### src/rtl/cpld_uart_ctrl_pkg.sv
// cpld_uart_ctrl_pkg: UART register addresses, FSM state codes and status-word helper
package cpld_uart_ctrl_pkg;
  localparam logic [31:0] UART_ADDR_DATA = 32'hBFD003F8;
  localparam logic [31:0] UART_ADDR_STAT = 32'hBFD003FC;
  localparam logic [2:0] S_IDLE     = 3'd0;
  localparam logic [2:0] S_RD_LOW   = 3'd1;
  localparam logic [2:0] S_WR_SETUP = 3'd2;
  localparam logic [2:0] S_WR_LOW   = 3'd3;
  localparam logic [2:0] S_WR_GUARD = 3'd4;
  localparam logic [2:0] S_WR_TBRE  = 3'd5;
  localparam logic [2:0] S_WR_TSRE  = 3'd6;
  localparam logic [2:0] S_DONE     = 3'd7;
  function automatic logic [31:0] stat_word(input logic rx_avail, input logic tx_ready);
    return {30'b0, rx_avail, tx_ready};
  endfunction
endpackage

### src/rtl/cpld_uart_ctrl_sync2.sv
// cpld_uart_ctrl_sync2: 2-flop synchroniser for one asynchronous CPLD flag
// clk/rst: clock, sync active-high reset; d_i: async input; q_o: synchronised output
module cpld_uart_ctrl_sync2 (
  input  logic clk,
  input  logic rst,
  input  logic d_i,
  output logic q_o
);
  logic meta_q;
  always_ff @(posedge clk)
    if (rst) {q_o, meta_q} <= 2'b00;
    else {q_o, meta_q} <= {meta_q, d_i};
endmodule

### src/rtl/cpld_uart_ctrl.sv
// cpld_uart_ctrl: memory-mapped CPLD UART responder driving uart_rdn/uart_wrn on the shared BaseRAM byte lane
// CPU side: ce_i/we_i/addr_i/data_i/sel_i in, data_o/stall_o out; uart_sel_o claims the shared bus
// CPLD side: uart_data_i/uart_data_o/uart_data_oe byte lane, uart_rdn/uart_wrn strobes, async dataready/tbre/tsre
module cpld_uart_ctrl
  import cpld_uart_ctrl_pkg::*;
#(
  parameter logic [31:0] ADDR_DATA = UART_ADDR_DATA,
  parameter logic [31:0] ADDR_STAT = UART_ADDR_STAT,
  parameter int SETUP_CYCLES = 1,
  parameter int PULSE_CYCLES = 3,
  parameter int GUARD_CYCLES = 3
) (
  input  logic        clk,
  input  logic        rst,
  input  logic        ce_i,
  input  logic        we_i,
  input  logic [31:0] addr_i,
  input  logic [31:0] data_i,
  input  logic [3:0]  sel_i,
  output logic [31:0] data_o,
  output logic        stall_o,
  output logic        uart_sel_o,
  input  logic [7:0]  uart_data_i,
  output logic [7:0]  uart_data_o,
  output logic        uart_data_oe,
  output logic        uart_rdn,
  output logic        uart_wrn,
  input  logic        uart_dataready,
  input  logic        uart_tbre,
  input  logic        uart_tsre
);
  logic dataready_s, tbre_s, tsre_s;
  logic [2:0] state_q, state_d;
  logic [7:0] cnt_q, cnt_d, tx_q, tx_d;
  logic [31:0] rd_q, rd_d;
  logic rdn_q, rdn_d, wrn_q, wrn_d, oe_q, oe_d;
  logic hit_data, hit_stat, cnt_z;
  logic unused;
  cpld_uart_ctrl_sync2 u_sync_dr (.clk(clk), .rst(rst), .d_i(uart_dataready), .q_o(dataready_s));
  cpld_uart_ctrl_sync2 u_sync_tbre (.clk(clk), .rst(rst), .d_i(uart_tbre), .q_o(tbre_s));
  cpld_uart_ctrl_sync2 u_sync_tsre (.clk(clk), .rst(rst), .d_i(uart_tsre), .q_o(tsre_s));
  assign unused = ^{sel_i, data_i[31:8]};
  assign hit_data = ce_i && addr_i == ADDR_DATA;
  assign hit_stat = ce_i && addr_i == ADDR_STAT;
  assign cnt_z = cnt_q == 8'd0;
  assign stall_o = (state_q == S_IDLE) ? hit_data : state_q != S_DONE;
  assign uart_sel_o = state_q != S_IDLE || hit_data;
  assign data_o = (hit_stat && !we_i) ? stat_word(dataready_s, tbre_s && tsre_s) : rd_q;
  assign uart_data_o = tx_q;
  assign uart_data_oe = oe_q;
  assign uart_rdn = rdn_q;
  assign uart_wrn = wrn_q;
  always_comb begin
    state_d = state_q;
    cnt_d = cnt_q - {7'd0, !cnt_z};
    tx_d = tx_q;
    rd_d = rd_q;
    rdn_d = rdn_q;
    wrn_d = wrn_q;
    oe_d = oe_q;
    case (state_q)
      S_IDLE:
        if (hit_data && we_i) begin
          state_d = S_WR_SETUP;
          tx_d = data_i[7:0];
          oe_d = 1'b1;
          cnt_d = 8'(SETUP_CYCLES - 1);
        end else if (hit_data) begin
          state_d = S_RD_LOW;
          rdn_d = 1'b0;
          cnt_d = 8'(PULSE_CYCLES - 1);
        end
      S_RD_LOW:
        if (cnt_z) begin
          rd_d = {24'b0, uart_data_i};
          rdn_d = 1'b1;
          state_d = S_DONE;
        end
      S_WR_SETUP:
        if (cnt_z) begin
          wrn_d = 1'b0;
          state_d = S_WR_LOW;
          cnt_d = 8'(PULSE_CYCLES - 1);
        end
      S_WR_LOW:
        if (cnt_z) begin
          wrn_d = 1'b1;
          state_d = S_WR_GUARD;
          cnt_d = 8'(GUARD_CYCLES - 1);
        end
      // Data stays driven for the first guard cycle as hold time after wrn rises.
      S_WR_GUARD: begin
        oe_d = 1'b0;
        if (cnt_z) state_d = S_WR_TBRE;
      end
      S_WR_TBRE: state_d = tbre_s ? S_WR_TSRE : S_WR_TBRE;
      S_WR_TSRE: state_d = tsre_s ? S_DONE : S_WR_TSRE;
      default: state_d = S_IDLE;
    endcase
  end
  always_ff @(posedge clk)
    if (rst) begin
      state_q <= S_IDLE;
      cnt_q <= '0;
      tx_q <= '0;
      rd_q <= '0;
      rdn_q <= 1'b1;
      wrn_q <= 1'b1;
      oe_q <= 1'b0;
    end else begin
      state_q <= state_d;
      cnt_q <= cnt_d;
      tx_q <= tx_d;
      rd_q <= rd_d;
      rdn_q <= rdn_d;
      wrn_q <= wrn_d;
      oe_q <= oe_d;
    end
endmodule

### config.mk
export PLATFORM = sky130hd
export DESIGN_NAME = cpld_uart_ctrl
export DESIGN_NICKNAME = d
export VERILOG_FILES = /design/src/rtl/cpld_uart_ctrl_pkg.sv /design/src/rtl/cpld_uart_ctrl_sync2.sv /design/src/rtl/cpld_uart_ctrl.sv
export SDC_FILE = /design/constraint.sdc
export NUM_CORES = 1
export LEC_CHECK = 0
export BUFFER_PORTS_ARGS = -buffer_cell sky130_fd_sc_hd__buf_2
export CAP_MARGIN = 10
export CORE_ASPECT_RATIO = 0.5
export CORE_MARGIN = 2
export CORE_UTILIZATION = 35
export CTS_BUF_LIST = sky130_fd_sc_hd__clkbuf_4
export DETAILED_ROUTE_END_ITERATION = 10
export GPL_TIMING_DRIVEN = 0
export PLACE_DENSITY = 0.67
export SLEW_MARGIN = 20
export SYNTH_ARGS = -nofsm -noshare
export SYNTH_HDL_FRONTEND = slang
export SYNTH_SLANG_ARGS = --single-unit
### constraint.sdc
create_clock -name clk -period 3.4 [get_ports clk]
set_input_delay 0.17 -clock clk [delete_from_list [all_inputs] [get_ports clk]]
set_output_delay 0.17 -clock clk [all_outputs]
set_load 0.02 [all_outputs]
; ---- Word level (Yosys, flattened, before mapping)
; Cells that the tools add are included.
[totals]
mem_bits_ro = 0
out_inout_bits = 45
mem_count = 0
register_bits = 36
in_bits = 83
mem_bits_rw = 0
latchBits = 0
elab_cells = 75
[classes]
div_mod_pow = 0
n_lt_le_gt_ge = 0
mux = 23
shift = 0
eq_ne = 17
n_reduce_logical = 21
addsub = 1
n_mul = 0
bitwise_logic = 0
[ops]
columns = operator, count
row1 = $eq A32 B32 Y1 const B, 2
row2 = $mux W8, 4
row3 = $pmux W3 S7, 1
row4 = $mux W3, 6
row5 = $pmux W8 S2, 1
row6 = $ne A2 B2 Y1 const B, 6
row7 = $eq A3 B3 Y1 const B, 3
row8 = $logic_not A8 Y1, 1
row9 = $sub A8 B1 Y8, 1
row10 = $mux W1, 7
row11 = $eq A3 B2 Y1 const B, 2
row12 = $pmux W1 S2, 3
row13 = $reduce_and A2 Y1, 3
row14 = $reduce_bool A2 Y1, 3
row15 = $logic_and A1 B1 Y1, 5
row16 = $reduce_and A5 Y1, 1
row17 = $reduce_and A4 Y1, 1
row18 = $eq A3 B1 Y1 const B, 1
row19 = $logic_not A3 Y1, 1
row20 = $ne A3 B2 Y1 const B, 1
row21 = $ne A3 B3 Y1 const B, 1
row22 = $reduce_and A3 Y1, 1
row23 = $reduce_bool A3 Y1, 1
row24 = $logic_not A1 Y1, 2
row25 = other kinds (4), 4

; ---- Logic depth before layout (Yosys ltp)
; Gate-level depths: netlist of run 1.
[logic_depth]
word_depth = 6
mapped_depth = 8
mapped_depth_nobuf = 8

; ---- Modules after synthesis
; A second synthesis of run 1 with hierarchy kept.
[unflattened]
cells_unflattened = 206
hier_area_um2 = 1871.8
[modules_own_cells]
columns = module, seq_area_each_um2, cells_per_inst, instances, area_per_inst_um2
row1 = cpld_uart_ctrl, 600.6, 194, 1, 1714.1
row2 = cpld_uart_ctrl_sync2, 40.0, 4, 3, 52.6

; ---- Least setup slack after synthesis of run 1
; OpenSTA, ideal clock, no wires.
[synth_timing]
path_type = in2out
from = in addr_i[16]
to = out data_o[0]
required_time_ns = 3.230
path_buffers = 1
path_stages = 5
t_arrival_ns = 2.186
setup_slack_ns = 1.044
cell_sequence = or4b_1 -> or4_4 -> or4b_1 -> buf_2 -> o21ai_1
[synth_between]
elab_chain_len = 4
[synth_rtl]
columns = item, line_no
row1 = from (decl), cpld_uart_ctrl.sv:17  ; input logic [31:0] addr_i,
row2 = $eq A32 B32 Y1, cpld_uart_ctrl.sv:44  ; assign hit_stat = ce_i && addr_i == ADDR_STAT;
row3 = $logic_and A1 B1 Y1, cpld_uart_ctrl.sv:44
row4 = $logic_and A1 B1 Y1, cpld_uart_ctrl.sv:48  ; assign data_o = (hit_stat && !we_i) ? stat_word(dataready_s, tbre_s && tsre_s) : rd_q;
row5 = $mux W8, cpld_uart_ctrl.sv:48
row6 = to (decl), cpld_uart_ctrl.sv:20  ; output logic [31:0] data_o,
; Every way passes these cells.

; ---- Worst setup path after layout of run 1
[layout_timing]
from = in addr_i[16]
to = out data_o[1]
; The elaborated chain is that of the path after synthesis.

==> results of run 1 <==
-- registers in the layout, indices dropped and copies added (netlist names) --
name,cells
u_sync_tbre.q_o,1
uart_data_oe,1
uart_data_o,8
rd_q,8
uart_rdn,1
u_sync_dr.q_o,1
u_sync_tsre.meta_q,1
u_sync_tbre.meta_q,1
uart_wrn,1
u_sync_dr.meta_q,1
cnt_q,8
state_q,3
u_sync_tsre.q_o,1
-- kinds of logic (layout without fill, tap and decap cells) --
family,count (synthesis),after routing,share of synthesized area
multiplexers,1,1,0.00815
AO/OA/AOI/OAI,45,45,0.149
adder cells (fa/ha/maj),2,2,0.0136
flip-flops,36,36,0.391
other,1,24,0.00204
XOR/XNOR,6,6,0.0285
AND/OR/NAND/NOR,94,94,0.277
buffers and inverters,40,121,0.131
-- stage by stage --
| step | power, W | cell area [µm²] |
|---|---|---|
| 2_1_floorplan | 0.000780 | 1930 |
| 3_3_place_gp | 0.000847 | 2390 |
| 3_5_place_dp | 0.000861 | 2390 |
| 4_1_cts | 0.00108 | 2440 |
| 5_1_grt | 0.00115 | 2440 |
| 6_report | 0.00107 | 2440 |
-- worst max-delay path, delay by kind of cell --
family                 cells  cell delay [ps]
buffers and inverters      3              440
multiplexers               1              310
AND/OR/NAND/NOR            3             1550
-- metal layers --
metal	share of wire	vias up
li1	-	939
met3	0.071	8
met2	0.49	79
met4	0.017	0
met5	0	-
met1	0.42	835
-- area by class of cell --
class | instances | area share
clock inverters | 1 | 0.00205
well taps | 70 | 0.0360
inverters | 5 | 0.00770
multi-input cells | 172 | 0.397
plain buffers | 35 | 0.0914
clock buffers | 6 | 0.0185
flip-flops and latches | 36 | 0.296
repair buffers | 74 | 0.152
-- final timing paths --
check	to	slack, ps	startpoint	depth (start not counted)
max	data_o[1]	760	addr_i[16]	7
min	u_sync_tsre.meta_q	60	uart_tsre	2
max reg2reg	uart_wrn	850	cnt_q[4]	5
min reg2reg	u_sync_dr.q_o	450	u_sync_dr.meta_q	1
-- cell usage in the layout, fill, tap and decap left out, types with 2 or more instances in the layout --
master and instances:
sky130_fd_sc_hd__xnor2_1 4, sky130_fd_sc_hd__clkbuf_1 10, sky130_fd_sc_hd__a21oi_1 21, sky130_fd_sc_hd__nand2b_1 3, sky130_fd_sc_hd__o31ai_1 2, sky130_fd_sc_hd__nand2_1 32, sky130_fd_sc_hd__and2_1 6, sky130_fd_sc_hd__clkbuf_4 6
sky130_fd_sc_hd__nand4b_1 2, sky130_fd_sc_hd__or4b_1 2, sky130_fd_sc_hd__nor2_1 9, sky130_fd_sc_hd__buf_4 24, sky130_fd_sc_hd__ha_1 2, sky130_fd_sc_hd__nor2b_1 7, sky130_fd_sc_hd__nor3_1 3, sky130_fd_sc_hd__nand4_1 3
sky130_fd_sc_hd__o21ai_0 14, sky130_fd_sc_hd__nor4_1 10, sky130_fd_sc_hd__conb_1 24, sky130_fd_sc_hd__nor3b_1 2, sky130_fd_sc_hd__dfxtp_1 36, sky130_fd_sc_hd__nand3_1 8, sky130_fd_sc_hd__buf_2 75, sky130_fd_sc_hd__inv_1 5
sky130_fd_sc_hd__xor2_1 2
-- power breakdown --
group,switching [W],total [W],internal [W]
Combinational,0.000183,0.000350,0.000167
Clock,0.000135,0.000219,0.0000842
Sequential,0.0000349,0.000501,0.000466
==> impl_results.rst, run 1 <==
.. list-table::
   :header-rows: 1

   * - Metric
     - Value
   * - Pleak
     - 1.10 nW
   * - Yosys reg bits
     - 36
   * - Core Rows
     - 18
   * - Placeable core area
     - 5000 µm²
   * - CP endpoint kind
     - output pin
   * - Number of clock sinks
     - 36
   * - Maximum Capacitance Violations
     - 0
   * - Async S/R FF share, synth
     - 0
   * - Global placer's final weighted congestion
     - 0.826
   * - Number of standard cells in the final layout excluding fillers
     - 399
   * - Cell count after synthesis
     - 225
   * - Post-DP HPWL
     - 3590 µm
   * - Combined area of the multi-input logic cells
     - 966 µm²
   * - Leading post-synthesis cells by cell area
     - sky130_fd_sc_hd__dfxtp_1 39%, sky130_fd_sc_hd__buf_4 9.8%, sky130_fd_sc_hd__nand2_1 6.5%, sky130_fd_sc_hd__a21oi_1 5.7%, sky130_fd_sc_hd__o21ai_0 3.8%
   * - Peak supply drop
     - 0.202 mV
   * - Startpoint type of the worst setup path
     - primary input
   * - Crit path required time
     - 3230 ps
   * - Most common cell type on the critical path
     - sky130_fd_sc_hd__buf_2
   * - Share of final-layout standard cells stronger than drive strength 1
     - 0.337
   * - Floorplan die width
     - 107 µm
   * - IO Port Bufs
     - 74
   * - Number of nets with antenna violations after routing
     - 0
   * - Class of the most critical hold timing path
     - primary input to flop
   * - Top FF cell, synth
     - sky130_fd_sc_hd__dfxtp_1
   * - Critical path peak fanout
     - 9
   * - Clock Path Buffers
     - 2
   * - Grt met2 use
     - 0.277
   * - Overall fraction of global-route tracks in use
     - 0.154
   * - Final count of hold timing violations
     - 0
   * - Most frequent cells after synthesis
     - 36 x sky130_fd_sc_hd__dfxtp_1, 32 x sky130_fd_sc_hd__nand2_1, 24 x sky130_fd_sc_hd__buf_4
   * - Cell variety after synth
     - 40
   * - Clock transition at the register clock pins on the worst setup and hold paths after CTS
     - 90 ps
   * - Total power per unit cell area
     - 439 nW/µm²
   * - Met3 global-route usage
     - 0.0342
   * - Count of endpoints failing setup in the final report
     - 0
   * - Total count of max-transition violations in the final report
     - 0
   * - Clock buffers created by TritonCTS
     - 5
   * - Worst setup skew after layout
     - 12.8 ps
   * - Most instantiated library cell after synthesis
     - sky130_fd_sc_hd__dfxtp_1
   * - Setup ws final
     - 756 ps
   * - Number of DRC violations after detailed routing
     - 0
   * - Initial core utilization
     - 0.368
   * - Register area
     - 721 µm²
   * - Starting DRC count in detailed routing
     - 72
   * - Grt ovf
     - 0
   * - Worst EP arrival
     - 2470 ps
   * - Number of gates resized after CTS
     - 0
   * - Master of the slowest instance on the critical path
     - sky130_fd_sc_hd__or4_4
   * - Clock H-tree levels
     - 2
   * - Worst slew pin tran
     - 998 ps
   * - Vias in the first global route
     - 1748
   * - Met1 track demand over resource in global routing
     - 0.174
   * - Number of instances in the placed design
     - 392
   * - Wire length of the first global-routing pass
     - 7330 µm
   * - Wire length after detailed routing
     - 4500 µm
   * - Vias
     - 1861
   * - Final worst hold slack
     - 58.1 ps
   * - I/O pin total
     - 128
   * - Final cycle utilization of the critical path
     - 0.778
   * - Critical path class
     - primary input to output pin
   * - Run status
     - finished, final reports clean
   * - Post-placement setup slack
     - 753 ps
   * - Relative max-transition margin
     - 0.329
   * - Clock tree from TritonCTS
     - yes
   * - Average footprint of a synthesized cell
     - 8.19 µm²
   * - Number of buffers inserted for hold repair after clock tree synthesis
     - 0
   * - Antenna violations before repair
     - 0
   * - Share of the synthesized area in the top cell type
     - 0.391
   * - Highest attainable clock frequency
     - 378 MHz
   * - Yosys top cell by area
     - sky130_fd_sc_hd__dfxtp_1
   * - Post-synthesis instance area
     - 1840 µm²
   * - Layout overhead on the synthesized area
     - 32.3%
   * - Area enclosed by the die boundary
     - 5890 µm²
   * - Fill cell count
     - 494
   * - Synth Warn #
     - 0
   * - Detailed-route vias per instance
     - 4.66
   * - Most Used Layer, Global Route
     - met2
   * - Pin count of the biggest net entering global routing
     - 11
   * - Final core area utilization
     - 0.487
   * - Number of synthesized flops with an enable pin
     - 0
   * - Register area share after synthesis
     - 0.391
   * - Number of antenna diodes
     - 0
   * - Unrepaired setup endpoints after global routing
     - false
   * - Cells along the critical path
     - buf_2 -> or4b_1 -> or4_4 -> or4b_1 -> buf_2 -> mux2_4 -> buf_2
   * - Detailed-route wire length per cell
     - 11.3 µm
   * - DR pass1 iterations
     - 4
   * - Post-route setup TNS
     - 0 ps
   * - Final worst path period need
     - 2640 ps
   * - Postcts setup bufs
     - 0
   * - Clock Tree Root
     - sky130_fd_sc_hd__clkbuf_4
   * - Die extent in y
     - 55.3 µm
   * - Stage delay of the slowest cell on the critical path
     - 530 ps
   * - Clock insertion delay at the later pin of the skew report
     - 330 ps
   * - Total Nets Final
     - 414
Power figures use the tool's default switching activity.
==> run 2, diff against run 1 <==
--- a/config.mk
+++ b/config.mk
@@ -5,6 +5,7 @@
 export SDC_FILE = /design/constraint.sdc
 export NUM_CORES = 1
 export LEC_CHECK = 0
+export ABC_AREA = 1
 export BUFFER_PORTS_ARGS = -buffer_cell sky130_fd_sc_hd__buf_2
 export CAP_MARGIN = 10
 export CORE_ASPECT_RATIO = 0.5
@@ -13,7 +14,7 @@
 export CTS_BUF_LIST = sky130_fd_sc_hd__clkbuf_4
 export DETAILED_ROUTE_END_ITERATION = 10
 export GPL_TIMING_DRIVEN = 0
-export PLACE_DENSITY = 0.67
+export PLACE_DENSITY = 0.65
 export SLEW_MARGIN = 20
 export SYNTH_ARGS = -nofsm -noshare
 export SYNTH_HDL_FRONTEND = slang
==> constraint.sdc (replaced) <==
create_clock -name clk -period 2.67 [get_ports clk]
set_input_delay 0.1335 -clock clk [delete_from_list [all_inputs] [get_ports clk]]
set_output_delay 0.1335 -clock clk [all_outputs]
set_load 0.02 [all_outputs]
==> run 2 against run 1 <==
Net effect:
- total power rose by 45%
- critical path depth rose by 4
- global-route usage fell by 1.7 points
- register-to-register slack got worse by 40 ps
- largest power group unchanged
- count of clock-buffer cells in the layout did not move
- highest routed layer unchanged
==> impl_results.rst, run 2 <==
.. list-table::
   :header-rows: 1

   * - Metric
     - Value
   * - Top FF cell, synth
     - sky130_fd_sc_hd__dfxtp_1
   * - Cell variety after synth
     - 32
   * - Grt ovf
     - 0
   * - Vias
     - 1908
   * - Pin count of the biggest net entering global routing
     - 12
   * - Final count of hold timing violations
     - 0
   * - Clock transition at the register clock pins on the worst setup and hold paths after CTS
     - 110 ps
   * - Critical path peak fanout
     - 4
   * - Amount of wire on met3 after detailed routing
     - 409 µm
   * - Number of DRC violations after detailed routing
     - 0
   * - Crit path required time
     - 2920 ps
   * - Placed inst area
     - 2550 µm²
   * - Most frequent cells after synthesis
     - 54 x sky130_fd_sc_hd__nand2_1, 50 x sky130_fd_sc_hd__inv_1, 39 x sky130_fd_sc_hd__nor2_1
   * - Total Nets Final
     - 484
   * - Layout overhead on the synthesized area
     - 31.6%
   * - Count of endpoints failing setup in the final report
     - 0
   * - Master of the slowest instance on the critical path
     - sky130_fd_sc_hd__dfxtp_1
   * - Clock buffers created by TritonCTS
     - 5
   * - Share of final-layout standard cells stronger than drive strength 1
     - 0.308
   * - CP delay by family, top
     - simple AND/OR/NAND/NOR gates
   * - Clock tree from TritonCTS
     - yes
   * - Leading post-synthesis cells by cell area
     - sky130_fd_sc_hd__dfxtp_1 36%, sky130_fd_sc_hd__nand2_1 10%, sky130_fd_sc_hd__inv_1 9.4%, sky130_fd_sc_hd__buf_4 9.0%, sky130_fd_sc_hd__nor2_1 7.3%
   * - Clock Path Buffers
     - 2
   * - IO Port Bufs
     - 74
   * - Post-route setup TNS
     - 0 ps
   * - CP endpoint kind
     - flop
   * - Synth Warn #
     - 0
   * - Clock Tree Root
     - sky130_fd_sc_hd__clkbuf_4
   * - Cell count after synthesis
     - 292
   * - Antenna violations before repair
     - 0
   * - Post-synthesis mux area share
     - 0
   * - Compound-cell area share of the yosys netlist
     - 0.130
   * - Post-synthesis instance area
     - 2000 µm²
   * - Number of clock sinks
     - 36
   * - Area enclosed by the die boundary
     - 6380 µm²
   * - Most frequent standard cell in the layout excluding fill and tap cells
     - sky130_fd_sc_hd__buf_2
   * - Pleak
     - 1.43 nW
   * - Vias in the first global route
     - 1631
   * - Floorplan die width
     - 111 µm
   * - Top sig layer
     - met4
   * - Fraction of the mapped netlist area in adder cells
     - 0.0125
   * - Number of synthesized flops with an enable pin
     - 0
   * - Number of antenna diodes
     - 0
   * - Die extent in y
     - 57.5 µm
   * - Unrepaired setup endpoints after global routing
     - false
   * - Maximum Capacitance Violations
     - 0
   * - Main combinational cell family by area after synthesis
     - simple AND/OR/NAND/NOR gates
   * - Global placer's final weighted congestion
     - 0.761
   * - Number of gates resized after CTS
     - 0
   * - Peak supply drop
     - 0.246 mV
   * - Average footprint of a synthesized cell
     - 6.86 µm²
   * - Yosys reg bits
     - 36
   * - I/O pin total
     - 128
   * - Startpoint type of the worst setup path
     - flop
   * - WP buf/inv
     - 2
   * - Stage delay of the slowest cell on the critical path
     - 340 ps
   * - Detailed-route wire length per cell
     - 9.05 µm
   * - Share of the synthesized area in the top cell type
     - 0.360
   * - Yosys top cell by area
     - sky130_fd_sc_hd__dfxtp_1
   * - Most frequent cells in the layout
     - 75 x sky130_fd_sc_hd__buf_2, 54 x sky130_fd_sc_hd__nand2_1, 50 x sky130_fd_sc_hd__inv_1
   * - Clock H-tree levels
     - 2
   * - Initial core utilization
     - 0.363
   * - Run status
     - finished, final reports clean
   * - Detailed-route vias per instance
     - 4.03
   * - Class of the most critical hold timing path
     - primary input to flop
   * - Register area share after synthesis
     - 0.360
   * - Post-Route M1 WL
     - 2040 µm
   * - Cells along the critical path
     - nor2_1 -> nand2_1 -> nor2_4 -> inv_2 -> ha_1 -> ha_1 -> nand3_1 -> xor2_1 -> nor2_1 -> nand2_1 -> inv_1
   * - Total power per unit cell area
     - 589 nW/µm²
   * - Overall fraction of global-route tracks in use
     - 0.137
   * - Cell area after layout
     - 2640 µm²
   * - DR pass1 iterations
     - 4
   * - Core Rows
     - 19
   * - Final cycle utilization of the critical path
     - 0.695
   * - Most instantiated library cell after synthesis
     - sky130_fd_sc_hd__nand2_1
   * - Post-DP HPWL
     - 3370 µm
   * - Async S/R FF share, synth
     - 0
   * - Total count of max-transition violations in the final report
     - 0
   * - Highest attainable clock frequency
     - 539 MHz
   * - Starting DRC count in detailed routing
     - 58
   * - Final worst path period need
     - 1860 ps
   * - Fill cell count
     - 589
   * - Worst setup skew after layout
     - 5.08 ps
   * - Synthesized-area fraction occupied by xor and xnor cells
     - 0.0262
   * - Wire length after detailed routing
     - 4280 µm
   * - Placeable core area
     - 5520 µm²
   * - Wire length of the first global-routing pass
     - 7040 µm
   * - Critical path class
     - flop to flop
   * - Met2 WL post-DR
     - 1760 µm
   * - Worst EP arrival
     - 2110 ps
   * - Synthesized-area fraction occupied by and/or/nand/nor cells
     - 0.265
   * - Clock insertion delay at the later pin of the skew report
     - 340 ps
   * - Number of nets with antenna violations after routing
     - 0
==> run 2: cell types whose count changed in the layout (fill, tap and decap cells not counted), moves of 4 or more <==
cell                       change
sky130_fd_sc_hd__inv_1        +45
sky130_fd_sc_hd__nor2_1       +30
sky130_fd_sc_hd__nand2_1      +22
sky130_fd_sc_hd__nor4_1        -9
sky130_fd_sc_hd__nor2b_1       -7
sky130_fd_sc_hd__clkbuf_1      -6
sky130_fd_sc_hd__and2_1        -5
sky130_fd_sc_hd__xnor2_1       -4
sky130_fd_sc_hd__xor2_1        +4
==> run 2: per-stage QoR <==
step | setup WS, ps | hold WS (ps) | power [W] | instances | utilization
global route | 633 | 42.3 | 0.00169 | 473 | 0.478
CTS | 803 | 25.7 | 0.00157 | 473 | 0.478
floorplan | 1010 | 240 | 0.00114 | 315 | -
global placement | 836 | 334 | 0.00126 | 462 | 0.463
detailed placement | 828 | 343 | 0.00127 | 462 | 0.463
finish | 815 | 39.5 | 0.00155 | 473 | 0.478
==> run 2: tightest hold or removal path, cell delays in order <==
cell	delay [ps]
sky130_fd_sc_hd__buf_2	70
sky130_fd_sc_hd__o21ai_0	70
sky130_fd_sc_hd__nor2_1	80
==> run 2: cell families after synthesis <==
kind of cell | Yosys count
AO/OA/AOI/OAI | 45
XOR/XNOR | 6
adder cells (fa/ha/maj) | 2
buffers and inverters | 83
flip-flops | 36
other | 1
AND/OR/NAND/NOR | 119
==> run 2: area by class of cell <==
type	count	area, µm²	share of cell area
Multi-Input combinational cell	196	960	0.364
Sequential cell	36	721	0.273
Timing Repair Buffer	77	400	0.152
Buffer	30	211	0.0801
Inverter	53	199	0.0754
Tap cell	73	91.3	0.0346
Clock buffer	6	45.0	0.0171
Clock inverter	2	11.3	0.00427
==> run 2: per-layer routing <==
metal,vias to the layer above,global-route usage
li1,1060,-
met1,776,0.167
met2,66,0.223
met3,6,0.0510
met4,0,0.0547
met5,-,0
==> run 2: where the power goes <==
group	switching, W	total [W]	internal, W
clock	0.000187	0.000297	0.000110
combinational	0.000363	0.000619	0.000256
sequential	0.0000383	0.000637	0.000598
total	0.000588	0.00155	0.000965
==> run 2: final timing paths <==
kind	from	end	slack, ps	depth (start not counted)
worst min-delay path	uart_data_i[0]	rd_q[0]	40	3
worst max-delay path	cnt_q[5]	cnt_q[6]	810	11
worst max register to register	cnt_q[5]	cnt_q[6]	810	11
worst min register to register	u_sync_dr.meta_q	u_sync_dr.q_o	400	2
==> run 2: what timing repair did <==
item	4_1_cts	5_1_grt
setup buffers	0	0
endpoints found under the hold margin	3	0
hold buffers	3	0
==> run 3, diff against run 2 <==
--- a/config.mk
+++ b/config.mk
@@ -14,7 +14,7 @@
 export CTS_BUF_LIST = sky130_fd_sc_hd__clkbuf_4
 export DETAILED_ROUTE_END_ITERATION = 10
 export GPL_TIMING_DRIVEN = 0
-export PLACE_DENSITY = 0.65
+export PLACE_DENSITY = 0.68
 export SLEW_MARGIN = 20
 export SYNTH_ARGS = -nofsm -noshare
 export SYNTH_HDL_FRONTEND = slang
==> constraint.sdc (replaced) <==
create_clock -name clk -period 1.51 [get_ports clk]
set_input_delay 0.0755 -clock clk [delete_from_list [all_inputs] [get_ports clk]]
set_output_delay 0.0755 -clock clk [all_outputs]
set_load 0.02 [all_outputs]
==> run 3 against run 2 <==
Net effect:
- the flow now finishes with violations (setup timing)
- setup slack worse by 860 ps
- via count up 7.4%
- utilization up 5.3 points
- design area up 11%
- fmax up 19%
- largest power group is now combinational logic
==> impl_results.rst, run 3 (synthesized netlist as in run 2, its figures left out) <==
.. list-table::
   :header-rows: 1

   * - Metric
     - Value
   * - IO Port Bufs
     - 74
   * - Post-DP HPWL
     - 3330 µm
   * - Pin count of the biggest net entering global routing
     - 12
   * - Number of standard cells in the final layout excluding fillers
     - 488
   * - Initial core utilization
     - 0.363
   * - Worst EP arrival
     - 1790 ps
   * - Number of antenna diodes
     - 0
   * - DR pass1 iterations
     - 4
   * - Clock tree from TritonCTS
     - yes
   * - Pleak
     - 1.55 nW
   * - Clock transition at the register clock pins on the worst setup and hold paths after CTS
     - 110 ps
   * - Total power per unit cell area
     - 1130 nW/µm²
   * - Register area
     - 733 µm²
   * - Fill cell count
     - 558
   * - Share of final-layout standard cells stronger than drive strength 1
     - 0.373
   * - Violations in the final reports
     - setup timing
   * - Number of DRC violations after detailed routing
     - 0
   * - Starting DRC count in detailed routing
     - 127
   * - Worst setup skew after layout
     - 4.24 ps
   * - Layout overhead on the synthesized area
     - 46.1%
   * - Number of instances in the placed design
     - 462
   * - Vias
     - 2049
   * - Placeable core area
     - 5520 µm²
   * - Highest attainable clock frequency
     - 643 MHz
   * - Master of the slowest instance on the critical path
     - sky130_fd_sc_hd__dfxtp_2
   * - Wire length after detailed routing
     - 4830 µm
   * - Area enclosed by the die boundary
     - 6380 µm²
   * - Critical path peak fanout
     - 3
   * - Final count of hold timing violations
     - 0
   * - Wire length of the first global-routing pass
     - 7470 µm
   * - Die extent in y
     - 57.5 µm
   * - Overall fraction of global-route tracks in use
     - 0.142
   * - Global placer's final weighted congestion
     - 0.792
   * - Vias in the first global route
     - 1806
   * - CP endpoint kind
     - flop
   * - Most frequent standard cell in the layout excluding fill and tap cells
     - sky130_fd_sc_hd__buf_2
   * - Stage delay of the slowest cell on the critical path
     - 350 ps
   * - Clock insertion delay at the later pin of the skew report
     - 330 ps
   * - Number of nets with antenna violations after routing
     - 0
   * - Grt ovf
     - 0
   * - Clock buffers created by TritonCTS
     - 5
   * - Cells along the critical path
     - nor2_1 -> nand2_2 -> nor2_4 -> inv_2 -> ha_4 -> ha_4 -> nand3_1 -> xor2_1 -> nor2_1 -> nand2_1 -> inv_1
   * - Unrepaired setup endpoints after global routing
     - true
   * - Critical path class
     - flop to flop
   * - Setup ws final
     - -45.3 ps
   * - Combined area of the multi-input logic cells
     - 1070 µm²
   * - Maximum Capacitance Violations
     - 0
   * - Crit path required time
     - 1750 ps
   * - Clock Tree Root
     - sky130_fd_sc_hd__clkbuf_4
   * - Floorplan die width
     - 111 µm
   * - Core Rows
     - 19
   * - Total count of max-transition violations in the final report
     - 0
   * - Number of clock sinks
     - 36
   * - Run status
     - complete, but fails checks
   * - Total Nets Final
     - 499
   * - Startpoint type of the worst setup path
     - flop
   * - Clock H-tree levels
     - 2
   * - Final worst path period need
     - 1560 ps
   * - Most frequent cells in the layout
     - 74 x sky130_fd_sc_hd__buf_2, 51 x sky130_fd_sc_hd__nand2_1, 48 x sky130_fd_sc_hd__inv_1
   * - Final cycle utilization of the critical path
     - 1.03
   * - Detailed-route vias per instance
     - 4.20
   * - Count of endpoints failing setup in the final report
     - 2
   * - Detailed-route wire length per cell
     - 9.90 µm
   * - Class of the most critical hold timing path
     - primary input to flop
   * - I/O pin total
     - 128
   * - Clock Path Buffers
     - 2
   * - Post-route setup TNS
     - -55.2 ps
   * - Peak supply drop
     - 0.519 mV
   * - Antenna violations before repair
     - 0
==> run 3: cell count changes in the layout (fill, tap and decap cells not counted), moves of 3 or more <==
cell and delta:
sky130_fd_sc_hd__buf_4 +10, sky130_fd_sc_hd__dfxtp_1 -6, sky130_fd_sc_hd__dfxtp_2 +4, sky130_fd_sc_hd__nor2_4 +4
sky130_fd_sc_hd__nand2_1 -3
==> run 3: final timing paths <==
path,cells after the start,to,start,slack (ps)
worst max-delay path,11,cnt_q[6],cnt_q[6],-50
worst min-delay path,3,uart_data_o[3],data_i[3],10
worst max register to register,11,cnt_q[6],cnt_q[6],-50
worst min register to register,2,u_sync_tsre.q_o,u_sync_tsre.meta_q,410
==> run 3: metrics by stage <==
stage	hold slack (ps)	setup slack [ps]	area, µm²	power [W]	utilization
CTS	9.95	-47.1	2800	0.00322	0.507
global placement	279	-183	2580	0.00232	0.468
global route	19.5	-123	2930	0.00356	0.531
floorplan	182	-59.8	2120	0.00211	-
finish	13.4	-45.3	2930	0.00331	0.531
detailed placement	284	-179	2580	0.00233	0.468
==> run 3: layout make-up <==
cell class,instances,area share
Buffer,30,0.0756
Clock buffer,6,0.0154
Clock inverter,2,0.0120
Inverter,53,0.0688
Multi-Input combinational cell,197,0.365
Sequential cell,36,0.250
Tap cell,73,0.0312
Timing Repair Buffer,91,0.182
==> run 3: power by group <==
part	switching, W	leakage [nW]	internal (W)
logic	0.000777	1.21	0.000688
clock network	0.000328	0.0456	0.000365
registers	0.0000819	0.296	0.00107
==> run 3: layer usage <==
layer / track usage / vias to the layer above / share of wire
met4: 0.0265 / 0 / 0.0060
met1: 0.167 / 878 / 0.43
met3: 0.0404 / 2 / 0.090
met5: 0 / - / 0
met2: 0.266 / 75 / 0.47
li1: - / 1094 / -
==> run 3: critical path: cells and delay by family (launching register included) <==
kind	cells	cell delay (ps)
xor gates and xnor gates	1	150
buffers and inverters	2	90
adders and majority gates	2	330
DFF	1	350
and+or+nand+nor	6	530
==> run 3: what timing repair did <==
action                                  in CTS  in global routing
pin swaps                                    9                  3
endpoints found under the setup margin       9                 32
setup buffers                               10                  1
hold buffers                                 4                  1
gates resized for setup                     10                 20
endpoints found under the hold margin        4                  1
cloned                                       0                  2
